$ cat config.mk
export PLATFORM = sky130hd
export DESIGN_NAME = uart_frac_baud_generator_flat
export DESIGN_NICKNAME = d
export VERILOG_FILES = /design/src/rtl/uart_pkg.sv /design/src/rtl/uart_frac_baud_generator_if.sv /design/src/rtl/uart_tick_phase_counter.sv /design/src/rtl/uart_frac_baud_generator.sv /design/src/flat_wrapper.sv
export SDC_FILE = /design/constraint.sdc
export NUM_CORES = 1
export LEC_CHECK = 0
export CAP_MARGIN = 30
export CELL_PAD_IN_SITES_DETAIL_PLACEMENT = 1
export CELL_PAD_IN_SITES_GLOBAL_PLACEMENT = 2
export CORE_MARGIN = 4
export CORE_UTILIZATION = 34
export DETAILED_ROUTE_END_ITERATION = 6
export PLACE_DENSITY = 0.84
export SETUP_SLACK_MARGIN = 0.1
export SLEW_MARGIN = 25
export SYNTH_ARGS = -nofsm -noshare
export SYNTH_HDL_FRONTEND = slang
export SYNTH_HIERARCHICAL = 1
export SYNTH_SLANG_ARGS = --single-unit
$ cat constraint.sdc
create_clock -name clk_i -period 5.1 [get_ports clk_i]
set_input_delay 1.02 -clock clk_i [delete_from_list [all_inputs] [get_ports clk_i]]
set_output_delay 1.02 -clock clk_i [all_outputs]
set_load 0.01 [all_outputs]
$ cat src/rtl/uart_pkg.sv
// Shared UART definitions: divider register layout, default oversample ratio
// and a helper that turns a clock/baud pair into divider register values.
package uart_pkg;

  localparam int BAUD_DIV_WIDTH  = 16;
  localparam int BAUD_FRAC_WIDTH = 4;
  localparam int UART_OVERSAMPLE = 16;

  typedef struct packed {
    logic [BAUD_DIV_WIDTH-1:0]  div_int;
    logic [BAUD_FRAC_WIDTH-1:0] div_frac;
  } baud_divider_t;

  // Oversample period in clock cycles is D + 1 + F/2^FRAC, so the period is
  // computed in fixed point with FRAC fraction bits, rounded to nearest, and
  // split into the integer and fractional register fields.
  function automatic baud_divider_t calc_baud_divider(input longint unsigned clk_hz,
                                                      input longint unsigned baud_hz);
    longint unsigned scale;
    longint unsigned denom;
    longint unsigned period_fx;
    longint unsigned whole;
    baud_divider_t   result;
    scale     = longint'(1) << BAUD_FRAC_WIDTH;
    denom     = baud_hz * longint'(UART_OVERSAMPLE);
    period_fx = (clk_hz * scale + denom / 2) / denom;
    whole     = period_fx >> BAUD_FRAC_WIDTH;
    result.div_int  = (whole == 0) ? '0 : BAUD_DIV_WIDTH'(whole - 1);
    result.div_frac = BAUD_FRAC_WIDTH'(period_fx);
    return result;
  endfunction

endpackage

$ cat src/rtl/uart_frac_baud_generator_if.sv
// Control and tick bundle between a UART controller (master) and the
// fractional baud generator (slave).
interface uart_frac_baud_generator_if
  import uart_pkg::*;
#(
  parameter int DIV_WIDTH  = BAUD_DIV_WIDTH,
  parameter int FRAC_WIDTH = BAUD_FRAC_WIDTH
);

  logic                  enable_i;
  logic                  sync_i;
  logic [DIV_WIDTH-1:0]  divider_int_i;
  logic [FRAC_WIDTH-1:0] divider_frac_i;
  logic                  oversample_tick_o;
  logic                  bit_tick_o;
  logic                  mid_bit_o;

  modport master (
    output enable_i, sync_i, divider_int_i, divider_frac_i,
    input  oversample_tick_o, bit_tick_o, mid_bit_o
  );

  modport slave (
    input  enable_i, sync_i, divider_int_i, divider_frac_i,
    output oversample_tick_o, bit_tick_o, mid_bit_o
  );

endinterface

$ cat src/rtl/uart_tick_phase_counter.sv
// Modulo-OVERSAMPLE phase counter driven by the oversample tick. Emits the
// bit-boundary pulse when the phase wraps to 0 and the centre-sample pulse
// when the phase reaches OVERSAMPLE/2. Shared with the RX sampler.
module uart_tick_phase_counter
  import uart_pkg::*;
#(
  parameter int OVERSAMPLE = UART_OVERSAMPLE
) (
  input  logic clk_i,
  input  logic rst_n_i,
  input  logic tick_i,
  input  logic sync_i,
  output logic bit_tick_o,
  output logic mid_bit_o
);

  localparam int PHASE_WIDTH = $clog2(OVERSAMPLE);
  localparam logic [PHASE_WIDTH-1:0] LAST_PHASE    = PHASE_WIDTH'(OVERSAMPLE - 1);
  localparam logic [PHASE_WIDTH-1:0] PRE_MID_PHASE = PHASE_WIDTH'(OVERSAMPLE / 2 - 1);
  localparam logic [PHASE_WIDTH-1:0] PHASE_ONE     = PHASE_WIDTH'(1);

  logic [PHASE_WIDTH-1:0] phase_q;

  // Advance the phase on each tick and register the pulses for the tick that lands on 0 or OVERSAMPLE/2.
  always_ff @(posedge clk_i or negedge rst_n_i) begin
    if (!rst_n_i) begin
      phase_q    <= '0;
      bit_tick_o <= 1'b0;
      mid_bit_o  <= 1'b0;
    end else if (sync_i) begin
      phase_q    <= '0;
      bit_tick_o <= 1'b0;
      mid_bit_o  <= 1'b0;
    end else begin
      bit_tick_o <= tick_i && (phase_q == LAST_PHASE);
      mid_bit_o  <= tick_i && (phase_q == PRE_MID_PHASE);
      if (tick_i) begin
        phase_q <= (phase_q == LAST_PHASE) ? '0 : phase_q + PHASE_ONE;
      end
    end
  end

endmodule

$ cat src/rtl/uart_frac_baud_generator.sv
// Fractional baud-rate generator. A cycle counter divides the clock by D+1,
// stretched by one cycle whenever the fractional accumulator carries, giving
// an average oversample period of D + 1 + F/2^FRAC_WIDTH cycles. The divider
// is shadowed so changes only take effect at a period boundary.
module uart_frac_baud_generator
  import uart_pkg::*;
#(
  parameter int DIV_WIDTH  = BAUD_DIV_WIDTH,
  parameter int FRAC_WIDTH = BAUD_FRAC_WIDTH,
  parameter int OVERSAMPLE = UART_OVERSAMPLE
) (
  input  logic                       clk_i,
  input  logic                       rst_n_i,
  uart_frac_baud_generator_if.slave  bus
);

  localparam logic [DIV_WIDTH:0] CNT_ONE = (DIV_WIDTH+1)'(1);

  logic [DIV_WIDTH:0]    cnt_q;
  logic [FRAC_WIDTH-1:0] acc_q;
  logic                  carry_q;
  logic [DIV_WIDTH-1:0]  d_act_q;
  logic [FRAC_WIDTH-1:0] f_act_q;
  logic                  loaded_q;
  logic                  tick_q;

  logic [DIV_WIDTH-1:0]  d_eff;
  logic [FRAC_WIDTH-1:0] f_eff;
  logic [DIV_WIDTH:0]    limit;
  logic [FRAC_WIDTH:0]   acc_sum;
  logic                  tick;

  // Until the shadows have captured the inputs once after reset, the inputs
  // themselves define the first period.
  assign d_eff   = loaded_q ? d_act_q : bus.divider_int_i;
  assign f_eff   = loaded_q ? f_act_q : bus.divider_frac_i;
  assign limit   = {1'b0, d_eff} + {{DIV_WIDTH{1'b0}}, carry_q};
  assign acc_sum = {1'b0, acc_q} + {1'b0, f_eff};
  assign tick    = bus.enable_i && !bus.sync_i && (cnt_q >= limit);

  // Cycle counter, fractional accumulator, carry flag and divider shadows.
  always_ff @(posedge clk_i or negedge rst_n_i) begin
    if (!rst_n_i) begin
      cnt_q    <= '0;
      acc_q    <= '0;
      carry_q  <= 1'b0;
      d_act_q  <= '0;
      f_act_q  <= '0;
      loaded_q <= 1'b0;
      tick_q   <= 1'b0;
    end else begin
      loaded_q <= 1'b1;
      if (bus.sync_i) begin
        cnt_q   <= '0;
        acc_q   <= '0;
        carry_q <= 1'b0;
        d_act_q <= bus.divider_int_i;
        f_act_q <= bus.divider_frac_i;
        tick_q  <= 1'b0;
      end else begin
        tick_q <= tick;
        if (!loaded_q || tick) begin
          d_act_q <= bus.divider_int_i;
          f_act_q <= bus.divider_frac_i;
        end
        if (tick) begin
          cnt_q   <= '0;
          acc_q   <= acc_sum[FRAC_WIDTH-1:0];
          carry_q <= acc_sum[FRAC_WIDTH];
        end else if (bus.enable_i) begin
          cnt_q <= cnt_q + CNT_ONE;
        end
      end
    end
  end

  uart_tick_phase_counter #(
    .OVERSAMPLE (OVERSAMPLE)
  ) u_phase (
    .clk_i      (clk_i),
    .rst_n_i    (rst_n_i),
    .tick_i     (tick),
    .sync_i     (bus.sync_i),
    .bit_tick_o (bus.bit_tick_o),
    .mid_bit_o  (bus.mid_bit_o)
  );

  assign bus.oversample_tick_o = tick_q;

endmodule

$ cat src/flat_wrapper.sv
// flat-port wrapper written by rule: the top's interface ports become plain ports
module uart_frac_baud_generator_flat import uart_pkg::*;
#(
  parameter int DIV_WIDTH  = BAUD_DIV_WIDTH,
  parameter int FRAC_WIDTH = BAUD_FRAC_WIDTH,
  parameter int OVERSAMPLE = UART_OVERSAMPLE
)
  (clk_i, rst_n_i, bus_enable_i, bus_sync_i, bus_divider_int_i, bus_divider_frac_i, bus_oversample_tick_o, bus_bit_tick_o, bus_mid_bit_o);
  uart_frac_baud_generator_if #(.DIV_WIDTH(DIV_WIDTH), .FRAC_WIDTH(FRAC_WIDTH)) bus_i ();
  input  logic clk_i;
  input  logic rst_n_i;
  input wire logic [$bits(bus_i.enable_i)-1:0] bus_enable_i;
  input wire logic [$bits(bus_i.sync_i)-1:0] bus_sync_i;
  input wire logic [$bits(bus_i.divider_int_i)-1:0] bus_divider_int_i;
  input wire logic [$bits(bus_i.divider_frac_i)-1:0] bus_divider_frac_i;
  output wire logic [$bits(bus_i.oversample_tick_o)-1:0] bus_oversample_tick_o;
  output wire logic [$bits(bus_i.bit_tick_o)-1:0] bus_bit_tick_o;
  output wire logic [$bits(bus_i.mid_bit_o)-1:0] bus_mid_bit_o;
  assign bus_i.enable_i = bus_enable_i;
  assign bus_i.sync_i = bus_sync_i;
  assign bus_i.divider_int_i = bus_divider_int_i;
  assign bus_i.divider_frac_i = bus_divider_frac_i;
  assign bus_oversample_tick_o = bus_i.oversample_tick_o;
  assign bus_bit_tick_o = bus_i.bit_tick_o;
  assign bus_mid_bit_o = bus_i.mid_bit_o;
  uart_frac_baud_generator #(.DIV_WIDTH(DIV_WIDTH), .FRAC_WIDTH(FRAC_WIDTH), .OVERSAMPLE(OVERSAMPLE)) u_core (.clk_i(clk_i), .rst_n_i(rst_n_i), .bus(bus_i));
endmodule
Word-level counts from Yosys, hierarchy flattened

Cells that the tools add are included.

Input port bits: 24
Logic and storage cells: 46
Output and inout bits: 3
Flip-flop bits (word level): 50

Equality and inequality tests: 2
$lt $le $gt $ge: 1
Multiplexer cells: 19
Add/sub/neg operators: 4
Reductions and logical operators: 10

Operators by type and width:

| kind                                                                  | count |
|---|---|
| 17-bit two-way mux                                                    | 3 |
| 16-bit two-way mux                                                    | 3 |
| 4-bit two-way mux                                                     | 8 |
| 16-bit by 1-bit adder with 17-bit output                              | 1 |
| 17-bit by 1-bit adder with 17-bit output, second input constant       | 1 |
| 17-bit greater-or-equal comparator                                    | 1 |
| 4-bit by 4-bit adder with 5-bit output                                | 1 |
| 1-bit two-way mux                                                     | 5 |
| 4-bit by 1-bit adder with 4-bit output, second input constant         | 1 |
| 4-bit by 3-bit equality test with 1-bit output, second input constant | 1 |
| 4-bit equality test, second input constant                            | 1 |
| 1-bit logical AND                                                     | 4 |
| 2-bit nonzero test                                                    | 2 |
| 3-bit nonzero test                                                    | 1 |
| 1-bit logical NOT                                                     | 2 |
| 1-bit logical OR                                                      | 1 |

Longest topological paths before layout

Word-level depth: 7
Depth in mapped cells: 22

Modules after synthesis

The synthesis kept the hierarchy.

Modules (own cells, without submodules):

| module                   | cells each | area each (um2) | times used |
|---|---|---|---|
| uart_frac_baud_generator | 309        | 3,111.7         | 1 |
| uart_tick_phase_counter  | 25         | 267.8           | 1 |

Worst setup path before layout

OpenSTA, ideal clock, no wires.

Path kind: reg-to-reg
From: reg u_core.loaded_q
To: reg u_core.u_phase.phase_q[3]
Path slack: 0.202 ns
Data required time: 5.023 ns
Stages on the path, launching flop included: 22
Arrival: 4.821 ns
Path through: dfrtp_1 > clkbuf_2 > buf_2 > buf_2 > buf_2 > mux2_2 > ha_1 > ha_1 > o211a_1 > nor3b_2 > nand2_1 > xnor2_1 > mux2i_1 > ha_1 > nand4_1 > or4_4 > o211a_1 > clkbuf_1 > nor3_1 > nand2_2 > or3_1 > a21oi_1

Longest elaborated chain between the ends: 5

RTL lines:

| item                                     | RTL line                       | RTL |
|---|---|---|
| start, declared                          | uart_frac_baud_generator.sv:24 | `logic loaded_q;` |
| start signal, assigned                   | uart_frac_baud_generator.sv:49 | `loaded_q <= 1'b0;` |
| start signal, assigned                   | uart_frac_baud_generator.sv:52 | `loaded_q <= 1'b1;` |
| 16-bit two-way mux                       | uart_frac_baud_generator.sv:35 | `assign d_eff = loaded_q ? d_act_q : bus.divider_int_i;` |
| 16-bit by 1-bit adder with 17-bit output | uart_frac_baud_generator.sv:37 | `assign limit = {1'b0, d_eff} + {{DIV_WIDTH{1'b0}}, carry_q};` |
| 17-bit greater-or-equal comparator       | uart_frac_baud_generator.sv:39 | `assign tick = bus.enable_i && !bus.sync_i && (cnt_q >= limit);` |
| 1-bit logical AND                        | uart_frac_baud_generator.sv:39 |  |
| named net u_core.tick                    | uart_frac_baud_generator.sv:31 | `logic tick;` |
| 2-bit nonzero test (no source line)      | n/a                            |  |
| end signal, assigned                     | uart_tick_phase_counter.sv:38  | `phase_q <= (phase_q == LAST_PHASE) ? '0 : phase_q + PHASE_ONE;` |
| end, declared                            | uart_tick_phase_counter.sv:22  | `logic [PHASE_WIDTH-1:0] phase_q;` |

The timed path passes the listed nets, and every way through them passes these cells.
A chain may end at the register's enable or synchronous reset.

Worst setup path after layout

From: in bus_divider_int_i[2]
To: reg u_core.u_phase.phase_q[3]

Longest elaborated chain between the ends: 5

RTL lines:

| item                                     | RTL line                       | RTL |
|---|---|---|
| start, declared                          | flat_wrapper.sv:14             | `input wire logic [$bits(bus_i.divider_int_i)-1:0] bus_divider_int_i;` |
| 16-bit two-way mux                       | uart_frac_baud_generator.sv:35 |  |
| 16-bit by 1-bit adder with 17-bit output | uart_frac_baud_generator.sv:37 |  |
| 17-bit greater-or-equal comparator       | uart_frac_baud_generator.sv:39 |  |
| 1-bit logical AND                        | uart_frac_baud_generator.sv:39 |  |
| named net u_core.tick                    | uart_frac_baud_generator.sv:31 |  |
| 2-bit nonzero test (no source line)      | n/a                            |  |

The timed path passes the listed nets, and every way through them passes these cells.

==> run_results.csv <==
group,metric,value,unit
synth,yosysTopAreaCellShare,37.02,%
die,boundaryPins,27,
sta,setup_violations,0,
worst_setup_path,path_delay_family,"simple AND/OR/NAND/NOR gates",
worst_setup_path,reg2reg_depth,15,
grt,antenna_found_initial,0,
die,fp.coreArea,9729,µm²
clocking,holdBufCountCts,0,
worst_setup_path,reg2reg_setup_slack,0.82,ns
sta,final.min_clock_period,4.662,ns
synth,syn_inst,334,
placed_design,gp_congestion,0.7488,
route,route.detailed.drc,0,
worst_setup_path,rr_endpoint,"u_core/u_phase/phase_q[3]",
clocking,cts-buffers-inserted,5,
route,drt_iter0_markers,84,
sta,rsz0062_at_grt,"no",
die,die_h,107.7,µm
layout,fin_cells,501,
flow_run,drv_cap,0,
route,drt.antenna.violating_nets,0,
layout,fillers,1140,
synth,syn_area,3379,µm²
sta,min_period_over_period,91.42,%
power_and_ir_drop,leakage,1.755,nW
grt,grt_pass1_wl,13740,µm
power_and_ir_drop,vdd_drop_max,0.1266,mV
synth,synth_cell_type_count,51,
clocking,h-tree-depth,2,
layout,multi_input_area,2042,µm²
hold_path,hold_path.class,"flip-flop to flip-flop",
grt,overflow,0,
sta,clock_skew,0.01070,ns
route,vias,2565,
synth,synth_top_area_cell,"dfrtp_1",
grt,grt_pass1_vias,2780,
synth,synth.area.top_cells,"dfrtp_1 37%, ha_1 9.3%, mux2_4 8.4%, xor2_1 4.1%, nand2_1 3.4%",
sta,max_slew_margin,54.55,%
worst_setup_path,cp-end-kind,"flip-flop",
worst_setup_path,critPathSlowestCell,"or4_4",
die,start_util,34.74,%
clocking,path_clk_slew,0.10,ns
synth,syn-num-nets,384,
worst_setup_path,critPathBufInv,1,
sta,tightest_slew,0.6818,ns
route,drt-wirelength-per-cell,15.86,µm
hold_path,min_to,"u_core/f_act_q[0]",
synth,synthArstFlopShare,100.0,%
hold_path,min_from,"u_core/f_act_q[0]",
clocking,cts_tree,"yes",
synth,synth.yosys.seq_area_share,37.02,%
placed_design,place_hpwl,6017,µm
grt,grt_max_degree,51,
worst_setup_path,max_stage_delay,0.59,ns
worst_setup_path,crit_path_frequent_cell,"nor2_1",
worst_setup_path,crit_type,"primary input to flip-flop",
clocking,clkLatencyLatePin,0.32,ns
die,fp.dieW,107.7,µm
status,status,"finished, final reports clean",
grt,grt_usage,14.88,%
synth,synth_edf_count,0,
synth,ys_ff_latch,50,
layout,syn_to_final_growth,16.29,%
layout,final-seq-area,1251,µm²
clocking,cts-root-buf,"clkbuf_8",
sta,maxSlewViolCount,0,
layout,nets,417,
worst_setup_path,cp_data_required_time,5.35,ns
route,viasPerCell,5.120,
worst_setup_path,crit_arrival,4.91,ns
worst_setup_path,rr_startpoint,"u_core/loaded_q",
synth,yosysWarnings,6,
route,dr.pass1.iters,4,
layout,drive_above_1_share,15.22,%
die,rows,36,
synth,synth_ff_type,"dfrtp_1",
sta,whs,0.5162,ns
layout,diodes,0,
die,fp.dieArea,11600,µm²
synth,avgSynthCellArea,10.12,µm²
sta,fmax,214.5,MHz
worst_setup_path,cp_cell_sequence,"clkdlybuf4s50_1 -> and3b_1 -> o21ai_0 -> nor2_1 -> nand2_1 -> nor2_1 -> xor2_1 -> ha_1 -> nand4_2 -> or4_4 -> o211a_1 -> nor3_1 -> nand2_2 -> or3_1 -> a21oi_1",
placed_design,io_buffer_count,26,
worst_setup_path,cp-start-kind,"primary input",
route,drt_wl_total,7946,µm
clocking,cts.sinks,50,
power_and_ir_drop,finalPower,0.8058,mW
power_and_ir_drop,power_density,205.0,nW/µm²
placed_design,dp_slack,0.02821,ns
sta,fin_setup_tns,0,ns
sta,final.setup.worst_slack,0.4378,ns
worst_setup_path,cp_max_fo,4,
hold_path,min_path_cells,1,
placed_design,dp_cells,493,
clocking,cts_max_path_buffers,2,
sta,finalHoldViolations,0,
[flip-flops by register name, summed over array words and instances, names as in the netlist]
signal                        flops
u_core/cnt_q                     17
u_core/d_act_q                   16
u_core/acc_q                      4
u_core/f_act_q                    4
u_core/u_phase/phase_q            4
u_core/bus.oversample_tick_o      1
u_core/carry_q                    1
u_core/loaded_q                   1
u_core/u_phase/bit_tick_o         1
u_core/u_phase/mid_bit_o          1
[area by class of cell]
| type | instances | share of cell area [%] |
|---|---|---|
| Clock buffer | 6 | 1.847 |
| Clock inverter | 2 | 0.3502 |
| Inverter | 5 | 0.4776 |
| Multi-Input combinational cell | 266 | 51.96 |
| Sequential cell | 50 | 31.84 |
| Tap cell | 133 | 4.234 |
| Timing Repair Buffer | 39 | 9.296 |
[worst register-to-register path, stage by stage (launching register included)]
cell and delay, ns:
dfrtp_1 0.56, buf_4 0.39, and3b_1 0.24, a31oi_1 0.44
nor2_1 0.11, nand2_1 0.09, nor2_1 0.06, xor2_1 0.16
ha_1 0.33, nand4_2 0.14, or4_4 0.59, o211a_1 0.25
nor3_1 0.24, nand2_2 0.11, or3_1 0.37, a21oi_1 0.15
[through the flow]
stage                     utilization (%)  instance area, µm²
final                               40.39                3930
after detailed placement            39.44                3837
after global routing                40.39                3930
after global placement              39.44                3837
after floorplan                         -                3379
after CTS                           40.33                3924
[how the worst max path moves through the flow]
stage / start / endpoint / cells past startpoint
2_1_floorplan: u_core/loaded_q / u_core/u_phase/phase_q[3] / 21
3_3_place_gp: bus_divider_int_i[0] / u_core/u_phase/phase_q[3] / 17
3_5_place_dp: bus_divider_int_i[0] / u_core/u_phase/phase_q[3] / 17
4_1_cts: bus_divider_int_i[0] / u_core/u_phase/phase_q[3] / 17
5_1_grt: bus_divider_int_i[0] / u_core/u_phase/phase_q[3] / 17
6_report: bus_divider_int_i[2] / u_core/u_phase/phase_q[3] / 15
[synth_stat cells, types with 2 or more instances]
cell type,n
buf_2,4
mux2_2,8
nand2b_1,2
o211ai_1,3
a31oi_1,3
a21oi_1,20
mux2_4,19
ha_1,25
and3b_1,4
a211oi_1,2
inv_1,5
and2_1,2
nand2_1,31
o211a_1,2
or3_1,2
o21ai_0,13
nor2b_1,4
mux2i_1,8
xor2_1,16
and3_1,6
a32o_1,2
dfrtp_1,50
nand4_1,8
clkbuf_1,5
nor2_1,18
or2_2,2
o21a_1,3
nand3_1,13
nor3_1,15
xnor2_1,13
a21o_1,3
buf_6,2
nand3b_1,3
[what timing repair did]
action	4_1_cts	5_1_grt
setup buffers	0	0
gates resized for setup	0	1
setup endpoints to repair	0	1
[where the power goes]
group	switching (mW)	internal [mW]
Clock	0.145	0.0973
Combinational	0.0660	0.0719
Sequential	0.0145	0.411
[logic make-up (layout without fill, tap and decap cells)]
| family | count (synthesis) | count (layout) | synth area share [%] |
|---|---|---|---|
| XOR/XNOR | 29 | 29 | 7.516 |
| AO/OA/AOI/OAI | 58 | 58 | 11.22 |
| flip-flops | 50 | 50 | 37.02 |
| AND/OR/NAND/NOR | 117 | 117 | 18.07 |
| other | 1 | 1 | 0.1110 |
| buffers and inverters | 18 | 52 | 2.740 |
| adder cells (fa/ha/maj) | 26 | 26 | 9.848 |
| multiplexers | 35 | 35 | 13.48 |
[routing by layer]
metal / wire [µm] / up-vias / track usage (%) / share of wire, %
li1: - / 1267 / - / -
met5: 0 / - / 0 / 0
met4: 93 / 0 / 4.328 / 1.2
met2: 3949 / 21 / 24.64 / 50
met3: 197 / 6 / 2.699 / 2.5
met1: 3706 / 1271 / 19.80 / 47
[layout by cell type, fill, tap and decap left out, types with 3 or more instances in the layout]
cell type,instances
and3_1,6
inv_1,5
ha_1,25
o21a_1,3
nor2_1,18
mux2i_1,8
dfrtp_1,50
clkdlybuf4s50_1,25
and3b_1,4
buf_4,12
xor2_1,16
nand4_1,8
clkbuf_8,5
nand3_1,13
mux2_4,19
a21o_1,3
a31oi_1,3
mux2_2,8
nand2_1,31
o21ai_0,13
nand3b_1,3
a21oi_1,20
o211ai_1,3
nor3_1,15
xnor2_1,13
nor2b_1,4
(Power assumes the default switching activity.)
